### src/rtl/mod241_residue_acc.sv
// mod241_residue_acc
//   Sums NTERMS 8-bit partial residues modulo 241 and presents the fully
//   reduced residue (0..240) on a valid/ready output port. Consecutive
//   groups never mix terms; a group's result is held until it is taken.
//
// Parameters
//   NTERMS     partial residues summed per result (1..16)
//
// Ports
//   clk        rising-edge clock
//   rst        asynchronous, active-high reset
//   in_res     partial residue from the LUT stage (0..255 accepted)
//   in_valid   in_res is valid this cycle
//   in_ready   block can accept a term this cycle
//   out_res    reduced sum, 0..240 while out_valid is high
//   out_valid  out_res holds a completed result
//   out_ready  downstream accepts the result
//   err        sticky flag: a term >= 241 was seen
//
// Build option
//   MOD241_ACC_RANGE_CHECK_EN  when defined, builds the input range check
//                              driving err; otherwise err is tied to 0.

module mod241_residue_acc #(
  parameter int NTERMS = 4
) (
  input  logic       clk,
  input  logic       rst,
  input  logic [7:0] in_res,
  input  logic       in_valid,
  output logic       in_ready,
  output logic [7:0] out_res,
  output logic       out_valid,
  input  logic       out_ready,
  output logic       err
);

  localparam int              CW     = $clog2(NTERMS + 1);
  localparam logic [CW-1:0]   LAST   = CW'(NTERMS - 1);
  localparam logic [CW-1:0]   ONE    = CW'(1);
  localparam bit              SINGLE = (NTERMS == 1);

  typedef enum logic [1:0] {
    IDLE  = 2'd0,
    ACCUM = 2'd1,
    DONE  = 2'd2
  } state_t;

  state_t          state_q, state_d;
  logic [7:0]      acc_q, acc_d;
  logic [CW-1:0]   cnt_q, cnt_d;

  logic            in_fire;
  logic [7:0]      acc_base;
  logic [8:0]      sum;
  logic [7:0]      sum_red;

  // acc <= 240 and in_res <= 255, so the sum is at most 495 and at most
  // two subtractions of 241 bring it back into 0..240.
  function automatic logic [7:0] mod241_reduce(input logic [8:0] s);
    logic [8:0] r;
    if (s >= 9'd482)      r = s - 9'd482;
    else if (s >= 9'd241) r = s - 9'd241;
    else                  r = s;
    return r[7:0];
  endfunction

  assign in_ready  = (state_q != DONE);
  assign out_valid = (state_q == DONE);
  assign out_res   = acc_q;
  assign in_fire   = in_valid && in_ready;

  // acc_q still holds the previous result while idle, so the first term of
  // a group starts from zero instead.
  assign acc_base = (state_q == IDLE) ? 8'd0 : acc_q;
  assign sum      = {1'b0, acc_base} + {1'b0, in_res};
  assign sum_red  = mod241_reduce(sum);

  always_comb begin
    state_d = state_q;
    acc_d   = acc_q;
    cnt_d   = cnt_q;
    case (state_q)
      IDLE: begin
        if (in_fire) begin
          acc_d   = sum_red;
          cnt_d   = ONE;
          state_d = SINGLE ? DONE : ACCUM;
        end
      end
      ACCUM: begin
        if (in_fire) begin
          acc_d = sum_red;
          cnt_d = cnt_q + ONE;
          if (cnt_q == LAST) state_d = DONE;
        end
      end
      DONE: begin
        // A term offered now stays stalled; it is taken next cycle in IDLE.
        if (out_ready) begin
          state_d = IDLE;
          cnt_d   = '0;
        end
      end
      default: begin
        state_d = IDLE;
        cnt_d   = '0;
      end
    endcase
  end

  always_ff @(posedge clk or posedge rst) begin
    if (rst) begin
      state_q <= IDLE;
      acc_q   <= 8'd0;
      cnt_q   <= '0;
    end else begin
      state_q <= state_d;
      acc_q   <= acc_d;
      cnt_q   <= cnt_d;
    end
  end

`ifdef MOD241_ACC_RANGE_CHECK_EN
  logic err_q, err_d;

  assign err_d = err_q | (in_fire && (in_res >= 8'd241));

  always_ff @(posedge clk or posedge rst) begin
    if (rst) err_q <= 1'b0;
    else     err_q <= err_d;
  end

  assign err = err_q;
`else
  assign err = 1'b0;
`endif

endmodule

### config.mk
export PLATFORM = sky130hd
export DESIGN_NAME = mod241_residue_acc
export DESIGN_NICKNAME = d
export VERILOG_FILES = /design/src/rtl/mod241_residue_acc.sv
export SDC_FILE = /design/constraint.sdc
export NUM_CORES = 1
export LEC_CHECK = 0
export CAP_MARGIN = 20
export CELL_PAD_IN_SITES_DETAIL_PLACEMENT = 1
export CELL_PAD_IN_SITES_GLOBAL_PLACEMENT = 2
export CORE_MARGIN = 2
export CORE_UTILIZATION = 29
export DETAILED_ROUTE_END_ITERATION = 12
export PLACE_DENSITY_LB_ADDON = 0.1
export SKIP_LAST_GASP = 1
export SYNTH_ARGS = -nofsm -noshare
export SYNTH_HDL_FRONTEND = slang
export SYNTH_SLANG_ARGS = --single-unit
### constraint.sdc
create_clock -name clk -period 3.3 [get_ports clk]
set_input_delay 0.66 -clock clk [delete_from_list [all_inputs] [get_ports clk]]
set_output_delay 0.66 -clock clk [all_outputs]
set_load 0.01 [all_outputs]
Word level (Yosys, flattened, before mapping)
Index checks and enable logic that the tools add are counted.
{"block": "word_totals", "in_bits": 12, "elab_cells": 35, "ff_bits": 13, "out_inout_bits": 11}
{"block": "op_classes", "reduce_logical": 6, "eq_ne": 8, "magnitude_cmp": 2, "n_mux": 12, "add_sub_neg": 4}
{"cell": "8-bit two-way mux", "count": 3}
{"cell": "8-bit subtractor (second input constant)", "count": 2}
{"cell": "8-bit by 8-bit adder with 9-bit output", "count": 1}
{"cell": "9-bit by 8-bit >= comparator with 1-bit output (second input constant)", "count": 1}
{"cell": "9-bit >= comparator (second input constant)", "count": 1}
{"cell": "3-bit two-way mux", "count": 3}
{"cell": "3-bit case mux with 3 select lines", "count": 1}
{"cell": "2-bit two-way mux", "count": 4}
{"cell": "2-bit inequality test (second input constant)", "count": 4}
{"cell": "2-bit case mux with 3 select lines", "count": 1}
{"cell": "4-bit AND reduction", "count": 1}
{"cell": "3-bit by 1-bit adder with 3-bit output (second input constant)", "count": 1}
{"cell": "3-bit by 2-bit equality test with 1-bit output (second input constant)", "count": 1}
{"cell": "3-bit AND reduction", "count": 1}
{"cell": "2-bit by 1-bit equality test with 1-bit output (second input constant)", "count": 1}
{"cell": "2-bit equality test (second input constant)", "count": 1}
{"cell": "2-bit logical NOT", "count": 1}
{"cell": "2-bit by 1-bit inequality test with 1-bit output (second input constant)", "count": 1}
{"cell": "2-bit AND reduction", "count": 1}
{"cell": "2-bit OR reduction", "count": 1}
{"cell": "1-bit logical AND", "count": 1}

Logic depth before layout (Yosys ltp)
{"block": "depth", "depth_word": 6, "ltp_mapped": 14, "ltp_nobuf": 12}

Worst setup path before layout
No wires, ideal clock.
{"block": "synth_path", "kind": "register to register", "from": "register state_q[1]", "to": "register acc_q[7] (netlist: out_res[7])", "setup_ps": 82, "arrival_time_ps": 3331, "n_path_buf": 1, "path_stages_with_launch": 14, "setup_slack_ps": -113, "synth_period_minus_slack_ps": 3413, "required_time_ps": 3218, "path_cell_list": "dfrtp_1 > clkbuf_1 > nor2_1 > nor2b_1 > ha_1 > inv_1 > fa_1 > xor2_1 > ha_1 > and4bb_1 > or3_4 > maj3_2 > or4_1 > a31oi_1"}
{"block": "synth_between", "elab_chain_cells": 6, "elab_cells_between_ends": 14, "classes_between": "add/sub (3); order compare (2); eq/ne (2); mux (3); reduce/logical (4)"}
{"item": "start: declaration", "line_no": "49", "source": "state_t state_q, state_d;"}
{"item": "start signal: assignment", "line_no": "118", "source": "state_q <= state_d;"}
{"item": "2-bit logical NOT", "line_no": "75, 83"}
{"item": "8-bit two-way mux", "line_no": "75", "source": "assign acc_base = (state_q == IDLE) ? 8'd0 : acc_q;"}
{"item": "8-bit by 8-bit adder with 9-bit output", "line_no": "76", "source": "assign sum = {1'b0, acc_base} + {1'b0, in_res};"}
{"item": "8-bit subtractor / 9-bit by 8-bit >= comparator with 1-bit output (equally long branches)", "line_no": "63", "source": "else if (s >= 9'd241) r = s - 9'd241;"}
{"item": "8-bit two-way mux", "line_no": "63"}
{"item": "8-bit two-way mux", "line_no": "62", "source": "if (s >= 9'd482) r = s - 9'd482;"}
{"item": "end signal: assignment", "line_no": "115", "source": "acc_q <= 8'd0;"}
{"item": "end signal: assignment", "line_no": "119", "source": "acc_q <= acc_d;"}
{"item": "end: declaration", "line_no": "50", "source": "logic [7:0] acc_q, acc_d;"}
Several ways; a longest one is shown, not always the timed one.
A chain may end at the register's enable or synchronous reset.

Worst setup path in the final report
{"block": "layout_path", "from": "input in_res[0]", "to": "register acc_q[2] (netlist: out_res[2])"}
{"block": "layout_between", "elab_chain_cells": 4, "elab_cells_between_ends": 7, "classes_between": "add/sub (3); order compare (2); mux (2)"}
{"item": "start: declaration", "line_no": "29", "source": "input logic [7:0] in_res,"}
{"item": "8-bit by 8-bit adder with 9-bit output (*)", "line_no": "76"}
{"item": "8-bit subtractor / 9-bit by 8-bit >= comparator with 1-bit output (equally long branches)", "line_no": "63"}
{"item": "8-bit two-way mux", "line_no": "63"}
{"item": "8-bit two-way mux (*)", "line_no": "62"}
Every way passes the cells marked *; elsewhere a longest branch is shown, timed or not.

==> reports/qor.yml <==
layout:
  final_net_count: 275
  post-route-util_pct: 43.4
  fraction_of_layout_instances_using_a_drive_strength_above_1_pct: 29.6
  register_area_sq_um: 325
  antenna-diode-count: 0
  multi_input_comb_area_sq_um: 1180
  mostFrequentLayoutCell: "sky130_fd_sc_hd__buf_4"
  nFillCells: 655
  mostFrequentLayoutCells: "sky130_fd_sc_hd__buf_4 (44), sky130_fd_sc_hd__clkdlybuf4s50_1 (19), sky130_fd_sc_hd__nor2_1 (13), sky130_fd_sc_hd__dfrtp_1 (13)"
  flow.area_growth_from_synthesis_pct: 44.4
sta:
  tightestPinTransition_ns: 0.585
  clock_skew_ns: 0.0139
  final_period_minus_worst_setup_slack_ns: 3.28
  max-slew-margin-rel_pct: 60.9
  report.final.setup_viol: 0
  max_freq_mhz: 305
  finalHoldViolCount: 0
  final_min_period_over_clock_period_pct: 99.5
  timing.final.max_slew_violations: 0
  grt_setup_unrepaired: "true"
clock_tree:
  cts-root-buf: "sky130_fd_sc_hd__clkbuf_8"
  clk_transition_reported_paths_ns: 0.06
  h-tree-depth: 1
  cts_buffers: 3
  tritoncts_sinks: 13
  clock_tree_from_tritoncts: "built"
  clockBufferDepth: 2
  insertion_delay_ns: 0.26
critical_path:
  critical_path_buf_inv_count: 4
  critPathArrivalTime_ns: 3.41
  type_of_destination_of_the_critical_path: "register"
  timing.reg2reg.worst_path_depth: 14
  cp_slowest_stage_delay_ns: 0.39
  crit_fanout: 3
  timing.setup.critical_path_class: "in -> reg"
  timing.critical_path.depth: 13
  critPathRequiredTime_ns: 3.42
  critPathLaunchType: "input pin"
  crit_family: "compound AO/OA/AOI/OAI gates"
  crit_chain: "dlygate4sd2_1 > ha_2 > inv_1 > fa_2 > xor2_2 > ha_2 > buf_4 > buf_4 > nor2b_1 > a311o_2 > o21ai_1 > a2111oi_0 > or3_1"
  standard_cell_with_the_maximum_stage_delay_on_the_critical_path: "sky130_fd_sc_hd__or3_1"
logic_synthesis:
  synth.net_count: 212
  synth.yosys.seq_area_share_pct: 21.2
  yosys-top-cells-area: "sky130_fd_sc_hd__dfrtp_1 (21%), sky130_fd_sc_hd__ha_1 (11%), sky130_fd_sc_hd__o21ai_0 (3.6%), sky130_fd_sc_hd__nor2_1 (3.4%), sky130_fd_sc_hd__xnor2_1 (3.4%)"
  yosysWarnings: 0
  dominantRegCellSynth: "sky130_fd_sc_hd__dfrtp_1"
  syn_avg_cell_area_sq_um: 8.31
  yosysTopAreaCell: "sky130_fd_sc_hd__dfrtp_1"
  ys_seq_elements: 13
  netlist_instances: 185
  netlist-cell-type-count: 61
  synth.cell_area_sq_um: 1540
  async_flop_share_pct: 100
  number_of_flops_mapped_to_enable_cells_by_yosys: 0
  area_fraction_of_the_dominant_cell_type_after_synthesis_pct: 21.2
global_route:
  global_route_wire_length_before_repair_um: 8890
  overflow_left_after_global_routing: 0
  number_of_global_route_vias_before_repair: 1796
  grt_start_max_net_pins: 15
  grt_antenna_before_repair: 0
  global_route.usage.total_pct: 18.8
worst_hold_path:
  min_path_cells: 1
  worstHoldPathType: "reg -> reg"
floorplanning:
  die_w_um: 76.8
  fp.dieArea_sq_um: 5900
  initial_utilization_pct: 30.1
  core-area_sq_um: 5110
  die_y_um: 76.8
  core.rowCount: 26
  floorplan.io_pins: 23
routing:
  drt-initial-drc-count: 44
  post_drt_wl_per_cell_um: 17.3
  route.vias.total: 1664
  detail_route_antenna_nets: 0
  drt-pass1-iter-count: 4
  routed_via_density: 5.25
  detail_route.wirelength_um: 5490
  drc: 0
job:
  maximum_capacitance_violations: 0
placement:
  place_congestion: 0.841
  port_buffers: 21
  post-dp-hpwl_um: 4190
status:
  run_status: "finished clean"
[state kept, by name, summed over array words and instances, names as in the netlist]
name / cells
out_res: 8
cnt_q: 3
state_q: 2
[routing by layer]
| layer | track usage [%] | wire length, um |
|---|---|---|
| met2 | 30.0 | 2650 |
| met3 | 1.76 | 123 |
| met4 | 7.82 | 145 |
| met5 | 0 | 0 |
| met1 | 26.0 | 2580 |
[stage by stage]
stage          TNS, ns  hold WS (ns)  setup WS [ns]  cells  instance area (sq um)
2_1_floorplan        0         0.450         0.0189    185                   1540
3_3_place_gp     -1.97         0.458         -0.367    306                   2060
3_5_place_dp     -2.71         0.487         -0.573    306                   2060
4_1_cts              0         0.501         0.0283    314                   2170
5_1_grt         -0.155         0.542        -0.0824    317                   2220
6_report             0         0.497         0.0162    317                   2220
[cell type report]
| cell class | count | share of cell area, % |
|---|---|---|
| multi-input cells | 154 | 53.2 |
| clock buffers | 4 | 2.03 |
| flip-flops and latches | 13 | 14.7 |
| inverters | 11 | 1.86 |
| well taps | 70 | 3.95 |
| repair buffers | 65 | 24.3 |
[final timing paths]
| path | start | endpoint | slack (ns) |
|---|---|---|---|
| setup / recovery | in_res[0] | out_res[2] | 0.02 |
| hold / removal | cnt_q[2] | cnt_q[2] | 0.50 |
| setup reg to reg | state_q[1] | out_res[2] | 0.08 |
| hold reg to reg | cnt_q[2] | cnt_q[2] | 0.50 |
| max in group asynchronous | rst | out_res[2] | 2.14 |
| min in group asynchronous | rst | out_res[7] | 0.76 |
[worst reg2reg max path, delay by kind of cell (launching register included)]
family / cells / cell delay (ns)
AOI/OAI and AO/OA: 3 / 0.77
adders and majority gates: 3 / 0.76
buffers and inverters: 3 / 0.30
and+or+nand+nor: 4 / 0.67
DFF: 1 / 0.39
xor gates and xnor gates: 1 / 0.20
[synthesized netlist by cell type, drive strengths merged, types with 2 or more instances]
| library cell | number |
|---|---|
| ha | 14 |
| nor2 | 14 |
| dfrtp | 13 |
| o21ai | 12 |
| inv | 11 |
| nand2 | 11 |
| nand3 | 9 |
| nor2b | 8 |
| a21o | 7 |
| and3 | 6 |
| xnor2 | 6 |
| a21oi | 5 |
| a31oi | 5 |
| clkbuf | 4 |
| nand2b | 4 |
| o31ai | 4 |
| xor2 | 4 |
| nand4 | 3 |
| nor3 | 3 |
| or3 | 3 |
| a2111oi | 2 |
| a31o | 2 |
| and2b | 2 |
| buf | 2 |
| o21a | 2 |
| o221ai | 2 |
| o22ai | 2 |
| o32ai | 2 |
[cells by family after synthesis]
group           Yosys count  synth area share, %
fa+ha+maj                16                 13.4
mux                       2                 1.38
other cells               1                0.244
simple gates             72                 27.0
compound gates           53                 24.9
xor+xnor                 10                 5.70
buf+inv                  18                 6.19
flops                    13                 21.2
[timing repair]
item                                    4_1_cts  5_1_grt
setup buffers                                 4        3
endpoints found under the setup margin        6        6
hold buffers                                  0        0
gates cloned                                  0        0
pin swaps                                     9        7
gates resized for setup                      11        4
Power is left out: the tool's default activity adds up to more than one toggle a clock period on the data nets, which glitch-free logic cannot reach.
